==> src/rtl/seq_alu.sv <==
// Handshaked ALU: AND/OR/ADD-class/SUB-class in one step, MUL as iterative shift-add.
// Latency: 1 cycle issue-to-valid for single-cycle ops, WIDTH cycles for MUL.
// Backpressure: result and flags held in DONE until ready_i; ready_o follows ready_i in DONE, low during MUL.
module seq_alu #(
    parameter int WIDTH  = 32,
    parameter int CTRL_W = 4
) (
    input  logic              clk_i,
    input  logic              rst_i,
    input  logic              valid_i,
    output logic              ready_o,
    input  logic [WIDTH-1:0]  data1_i,
    input  logic [WIDTH-1:0]  data2_i,
    input  logic [CTRL_W-1:0] control_i,
    output logic              valid_o,
    input  logic              ready_i,
    output logic [WIDTH-1:0]  data_o,
    output logic              zero_o,
    output logic              ovf_o,
    output logic              err_o
);

    // Operation encodings shared with the decoder
    localparam logic [CTRL_W-1:0] CTRL_AND  = CTRL_W'(4'h0);
    localparam logic [CTRL_W-1:0] CTRL_OR   = CTRL_W'(4'h1);
    localparam logic [CTRL_W-1:0] CTRL_ADD  = CTRL_W'(4'h2);
    localparam logic [CTRL_W-1:0] CTRL_MUL  = CTRL_W'(4'h3);
    localparam logic [CTRL_W-1:0] CTRL_ADDI = CTRL_W'(4'h4);
    localparam logic [CTRL_W-1:0] CTRL_LW   = CTRL_W'(4'h5);
    localparam logic [CTRL_W-1:0] CTRL_SUB  = CTRL_W'(4'h6);
    localparam logic [CTRL_W-1:0] CTRL_SW   = CTRL_W'(4'h7);
    localparam logic [CTRL_W-1:0] CTRL_BEQ  = CTRL_W'(4'h8);

    localparam int CNT_W = $clog2(WIDTH);

    typedef enum logic [1:0] {S_IDLE, S_MUL_RUN, S_DONE} state_t;

    state_t            state_q, state_d;
    logic [WIDTH-1:0]  data_q, data_d;
    logic              zero_q, zero_d;
    logic              ovf_q, ovf_d;
    logic              err_q, err_d;
    logic [CNT_W-1:0]  cnt_q, cnt_d;
    logic [WIDTH-1:0]  acc_q, acc_d;
    logic [WIDTH-1:0]  mcand_q, mcand_d;
    logic [WIDTH-1:0]  mplier_q, mplier_d;

    logic              issue;
    logic              is_mul;
    logic [WIDTH-1:0]  alu_res;
    logic              alu_ovf;
    logic              alu_err;
    logic [WIDTH-1:0]  acc_step;
    logic [WIDTH-1:0]  sum;
    logic [WIDTH-1:0]  diff;

    assign issue  = valid_i && ready_o;
    assign is_mul = (control_i == CTRL_MUL);
    assign sum    = data1_i + data2_i;
    assign diff   = data1_i - data2_i;

    // State register
    always_ff @(posedge clk_i or negedge rst_i) begin
        if (!rst_i) state_q <= S_IDLE;
        else        state_q <= state_d;
    end

    // Next-state: DONE with a same-cycle issue re-enters via the IDLE rules
    always_comb begin
        state_d = state_q;
        case (state_q)
            S_IDLE:    if (issue) state_d = is_mul ? S_MUL_RUN : S_DONE;
            S_MUL_RUN: if (cnt_q == '0) state_d = S_DONE;
            S_DONE: begin
                if (issue)        state_d = is_mul ? S_MUL_RUN : S_DONE;
                else if (ready_i) state_d = S_IDLE;
            end
            default:   state_d = S_IDLE;
        endcase
    end

    // Handshake outputs
    always_comb begin
        ready_o = 1'b0;
        valid_o = 1'b0;
        case (state_q)
            S_IDLE:  ready_o = 1'b1;
            S_DONE: begin
                ready_o = ready_i;
                valid_o = 1'b1;
            end
            default: ready_o = 1'b0;
        endcase
    end

    // Single-cycle result, overflow and illegal-op decode
    always_comb begin
        alu_res = '0;
        alu_ovf = 1'b0;
        alu_err = 1'b0;
        case (control_i)
            CTRL_AND: alu_res = data1_i & data2_i;
            CTRL_OR:  alu_res = data1_i | data2_i;
            CTRL_ADD, CTRL_ADDI, CTRL_LW, CTRL_SW: begin
                alu_res = sum;
                alu_ovf = (data1_i[WIDTH-1] == data2_i[WIDTH-1]) &&
                          (sum[WIDTH-1] != data1_i[WIDTH-1]);
            end
            CTRL_SUB, CTRL_BEQ: begin
                alu_res = diff;
                alu_ovf = (data1_i[WIDTH-1] != data2_i[WIDTH-1]) &&
                          (diff[WIDTH-1] != data1_i[WIDTH-1]);
            end
            CTRL_MUL: alu_res = '0;
            default:  alu_err = 1'b1;
        endcase
    end

    assign acc_step = acc_q + (mplier_q[0] ? mcand_q : '0);

    // Datapath next values: capture on issue, one shift-add step per MUL_RUN cycle
    always_comb begin
        data_d   = data_q;
        zero_d   = zero_q;
        ovf_d    = ovf_q;
        err_d    = err_q;
        cnt_d    = cnt_q;
        acc_d    = acc_q;
        mcand_d  = mcand_q;
        mplier_d = mplier_q;
        if (issue) begin
            if (is_mul) begin
                cnt_d    = CNT_W'(WIDTH - 1);
                acc_d    = '0;
                mcand_d  = data1_i;
                mplier_d = data2_i;
            end else begin
                data_d = alu_res;
                zero_d = (alu_res == '0);
                ovf_d  = alu_ovf;
                err_d  = alu_err;
            end
        end else if (state_q == S_MUL_RUN) begin
            acc_d    = acc_step;
            mcand_d  = mcand_q << 1;
            mplier_d = mplier_q >> 1;
            cnt_d    = cnt_q - CNT_W'(1);
            if (cnt_q == '0) begin
                data_d = acc_step;
                zero_d = (acc_step == '0);
                ovf_d  = 1'b0;
                err_d  = 1'b0;
            end
        end
    end

    // Datapath registers; reset clears result and aborts any multiply in flight
    always_ff @(posedge clk_i or negedge rst_i) begin
        if (!rst_i) begin
            data_q   <= '0;
            zero_q   <= 1'b0;
            ovf_q    <= 1'b0;
            err_q    <= 1'b0;
            cnt_q    <= '0;
            acc_q    <= '0;
            mcand_q  <= '0;
            mplier_q <= '0;
        end else begin
            data_q   <= data_d;
            zero_q   <= zero_d;
            ovf_q    <= ovf_d;
            err_q    <= err_d;
            cnt_q    <= cnt_d;
            acc_q    <= acc_d;
            mcand_q  <= mcand_d;
            mplier_q <= mplier_d;
        end
    end

    assign data_o = data_q;
    assign zero_o = zero_q;
    assign ovf_o  = ovf_q;
    assign err_o  = err_q;

endmodule

==> config.mk <==
export PLATFORM = sky130hd
export DESIGN_NAME = seq_alu
export DESIGN_NICKNAME = d
export VERILOG_FILES = /design/src/rtl/seq_alu.sv
export SDC_FILE = /design/constraint.sdc
export NUM_CORES = 1
export LEC_CHECK = 0
export ABC_AREA = 1
export BUFFER_PORTS_ARGS = -buffer_cell sky130_fd_sc_hd__buf_2
export CAP_MARGIN = 20
export CORE_ASPECT_RATIO = 1.25
export CORE_MARGIN = 2
export CORE_UTILIZATION = 30
export DETAILED_ROUTE_END_ITERATION = 10
export PLACE_DENSITY = 0.54
export SYNTH_ARGS = -nofsm -noshare
export SYNTH_HDL_FRONTEND = slang
export SYNTH_SLANG_ARGS = --single-unit
==> constraint.sdc <==
create_clock -name clk_i -period 2.3 [get_ports clk_i]
set_input_delay 0.23 -clock clk_i [delete_from_list [all_inputs] [get_ports clk_i]]
set_output_delay 0.23 -clock clk_i [all_outputs]
set_load 0.005 [all_outputs]
==> results_dict.tcl <==
set metrics [dict create \
    h-tree-depth 4 \
    worstHoldPathCells 4 \
    required_ns 2.68 \
    pin_count 109 \
    max_freq_ghz 0.3801 \
    routed_wl_um 66760 \
    min_path_type "input port to flip-flop" \
    final_nets 3412 \
    vias_per_cell 4.733 \
    fillers 5427 \
    syn_area_sq_um 15270 \
    fin_util 0.4355 \
    synth_edf_count 0 \
    die_y_um 256.3 \
    cts_root_buf "clkbuf_16" \
    drtIter0Drc 1210 \
    cts_num_sinks 138 \
    peakVddDrop_mv 0.4933 \
    postSynthAreaPerCell_sq_um 5.807 \
    via_count 18340 \
    cts_max_path_buffers 2 \
    place_congestion 0.9951 \
    switching_share 0.4713 \
    worst_ep_arrival_time_ns 3.01 \
    wl_per_cell_um 17.23 \
    intPower_mw 12.19 \
    drt-pass1-iter-count 5 \
    drc 0 \
    synthArstFlopShare 1.000 \
    grt_pass1_vias 18230 \
    drive_gt1_frac 0.2760 \
    ys_types 47 \
    cts_tree "built" \
    cp-end-kind "flip-flop" \
    seqPwrFrac 0.189 \
    path_clk_slew_ns 0.07 \
    r2r_slack_ns -0.33 \
    violations "negative setup slack" \
    setup_slack_ns -0.3311 \
    cp_max_fo 20 \
    combPwrFrac 0.686 \
    pre_cts_ws_ns -0.7415 \
    postSynthNetCount 2838 \
    syn_to_final_growth_pct 43.77 \
    die_width_um 205.8 \
    min_period_over_period 1.144 \
    dieArea_sq_um 52740 \
    core_sq_um 50420 \
    tns_ns -2.778 \
    start_util 0.3029 \
    p_sw_mw 10.87 \
    final_hold_viol_count 0 \
    synth_top_cell_area_share 0.2320 \
    grt_antenna_before_repair 0 \
    period_needed_ns 2.631 \
    seq_area_sq_um 3453 \
    synth_area_leaders "nand2_1, dfrtp_1, inv_1, ha_1, nor2_1" \
    setup_viol 27 \
    ys_seq_area_frac 0.2261 \
    clkPwrFrac 0.125 \
    dp_hpwl_um 56460 \
    rsz0062_at_grt "true" \
    clk_latency_ns 0.45 \
    worst_pin_slew_ns 0.5548 \
    ys_ff_latch 138 \
    power.leakage_nw 12.40 \
    synth_cells 2630 \
    relSlewSlack 0.6301 \
    port-buffer-count 108 \
    powerDensity_nw_per_um2 1050 \
    layout_commonest_cell "nand2_1" \
    final_cell_mix "nand2_1, buf_4, inv_1" \
    numCtsBuffers 17 \
    slew_viol_final 0 \
    postRouteAntennaNets 0 \
    num_rows 92 \
    overflow 0 \
    yosys_warnings 0 \
    multiInputGateArea_sq_um 10470 \
    outcome "finished with violations" \
    grt_start_max_net_pins 62 \
    antenna_cells 0 \
    synth_area_leader_cell "nand2_1" \
    finClkSkew_ns 0.01688 \
    worstRegToRegCells 21 \
    grt_pass1_wl_um 102400 \
    worstSetupPathType "flip-flop to flip-flop" \
    maxCapViolations 0 \
    yosys_most_used_dff "dfrtp_1" \
    grt_usage 0.2538 \
    startpoint_type "flip-flop" \
]
==> metal layers <==
| layer | global-route usage | routed length, um | vias to the layer above |
|---|---|---|---|
| met4 | 0.08552 | 2063 | 0 |
| met3 | 0.01093 | 1725 | 86 |
| met2 | 0.4630 | 34120 | 362 |
| met1 | 0.3159 | 28860 | 8593 |
| met5 | 0 | 0 | - |
| li1 | - | - | 9300 |
==> sequential cells by signal (all words and copies together), names as in the netlist <==
signal and cells:
mplier_q 32, mcand_q 32, acc_q 32, ovf_o 1, zero_o 1, data_o 32
cnt_q 5, err_o 1, state_q 2
==> final cells by class <==
type	instances	share of cell area
Clock buffer	18	0.01954
Clock inverter	14	0.006895
Inverter	518	0.08877
Multi-Input combinational cell	1895	0.4768
Sequential cell	138	0.1573
Tap cell	658	0.03749
Timing Repair Buffer	634	0.2133
==> cell usage after synthesis (3+ instances only) <==
library cell    n
nand2_1       944
inv_1         513
nor2_1        265
nand3_1       175
dfrtp_1       138
ha_1          133
a21oi_1        66
a31oi_1        65
o21ai_0        63
clkbuf_1       35
buf_2          28
nand4_1        27
o22ai_1        27
nand3b_1       18
o221ai_1       18
nor3_1         16
nor2_2          9
o21bai_1        9
xor2_1          9
xnor2_1         7
and3_1          6
buf_4           5
buf_6           5
o211ai_1        5
buf_1           4
nand2_2         4
a221oi_1        3
and2_1          3
fa_1            3
inv_2           3
nor4_1          3
==> critical path: stages (launching register included) <==
cell and delay (ns):
dfrtp_1 0.39, buf_12 0.16, nand2_2 0.05, inv_1 0.04, ha_2 0.17, fa_2 0.35
nand3_2 0.10, nand3_4 0.11, nand2_4 0.09, nand2_4 0.07, buf_6 0.13, nand2_2 0.06
nand3_2 0.08, nand2_2 0.06, nand2_2 0.05, nor2_1 0.10, nand2_1 0.09, nor2_2 0.11
nand4_1 0.10, nand2_1 0.09, inv_1 0.04, a21oi_1 0.13
==> cells by family after synthesis <==
| family | Yosys count | synth area share |
|---|---|---|
| AOI/OAI and AO/OA | 267 | 0.1050 |
| xor gates and xnor gates | 16 | 0.009175 |
| adders and majority gates | 136 | 0.1129 |
| buffers and inverters | 597 | 0.1529 |
| DFF | 138 | 0.2261 |
| and+or+nand+nor | 1476 | 0.3940 |
==> stage by stage <==
step	instances	hold WS, ns	power [mW]	area (sq um)
floorplan	2630	-0.06559	11.00	15500
finish	3875	0.02976	23.06	21960
global route	3875	0.03475	24.75	21960
detailed placement	3833	0.2274	17.84	20490
global placement	3833	0.2187	17.76	20490
CTS	3873	0.008802	22.11	21620
==> power groups by stage <==
stage | Sequential (mW) | Combinational (mW) | Clock [mW]
2_1_floorplan | 4.04 | 6.96 | 0
6_report | 4.37 | 15.8 | 2.88
3_5_place_dp | 4.34 | 13.5 | 0
3_3_place_gp | 4.33 | 13.4 | 0
4_1_cts | 4.37 | 14.8 | 2.95
5_1_grt | 4.49 | 17.2 | 3.05
==> timing repair <==
action | CTS | global route
hold buffers | 1 | 0
gates cloned | 0 | 0
gates resized for setup | 111 | 106
endpoints found under the setup margin | 39 | 54
pin swaps | 12 | 18
endpoints found under the hold margin | 45 | 0
buffers inserted | 7 | 2
==> worst paths after layout <==
kind	start	to
max reg2reg	mplier_q[0]$_DFFE_PN0P_	zero_o$_DFFE_PN0P_
min in group asynchronous	rst_i	mplier_q[2]$_DFFE_PN0P_
min reg2reg	mplier_q[31]$_DFFE_PN0P_	mplier_q[31]$_DFFE_PN0P_
max in group asynchronous	rst_i	mcand_q[7]$_DFFE_PN0P_
max	mplier_q[0]$_DFFE_PN0P_	zero_o$_DFFE_PN0P_
min	ready_i	state_q[1]$_DFFE_PN0P_
Note: power is estimated with default switching activity, not from simulation.
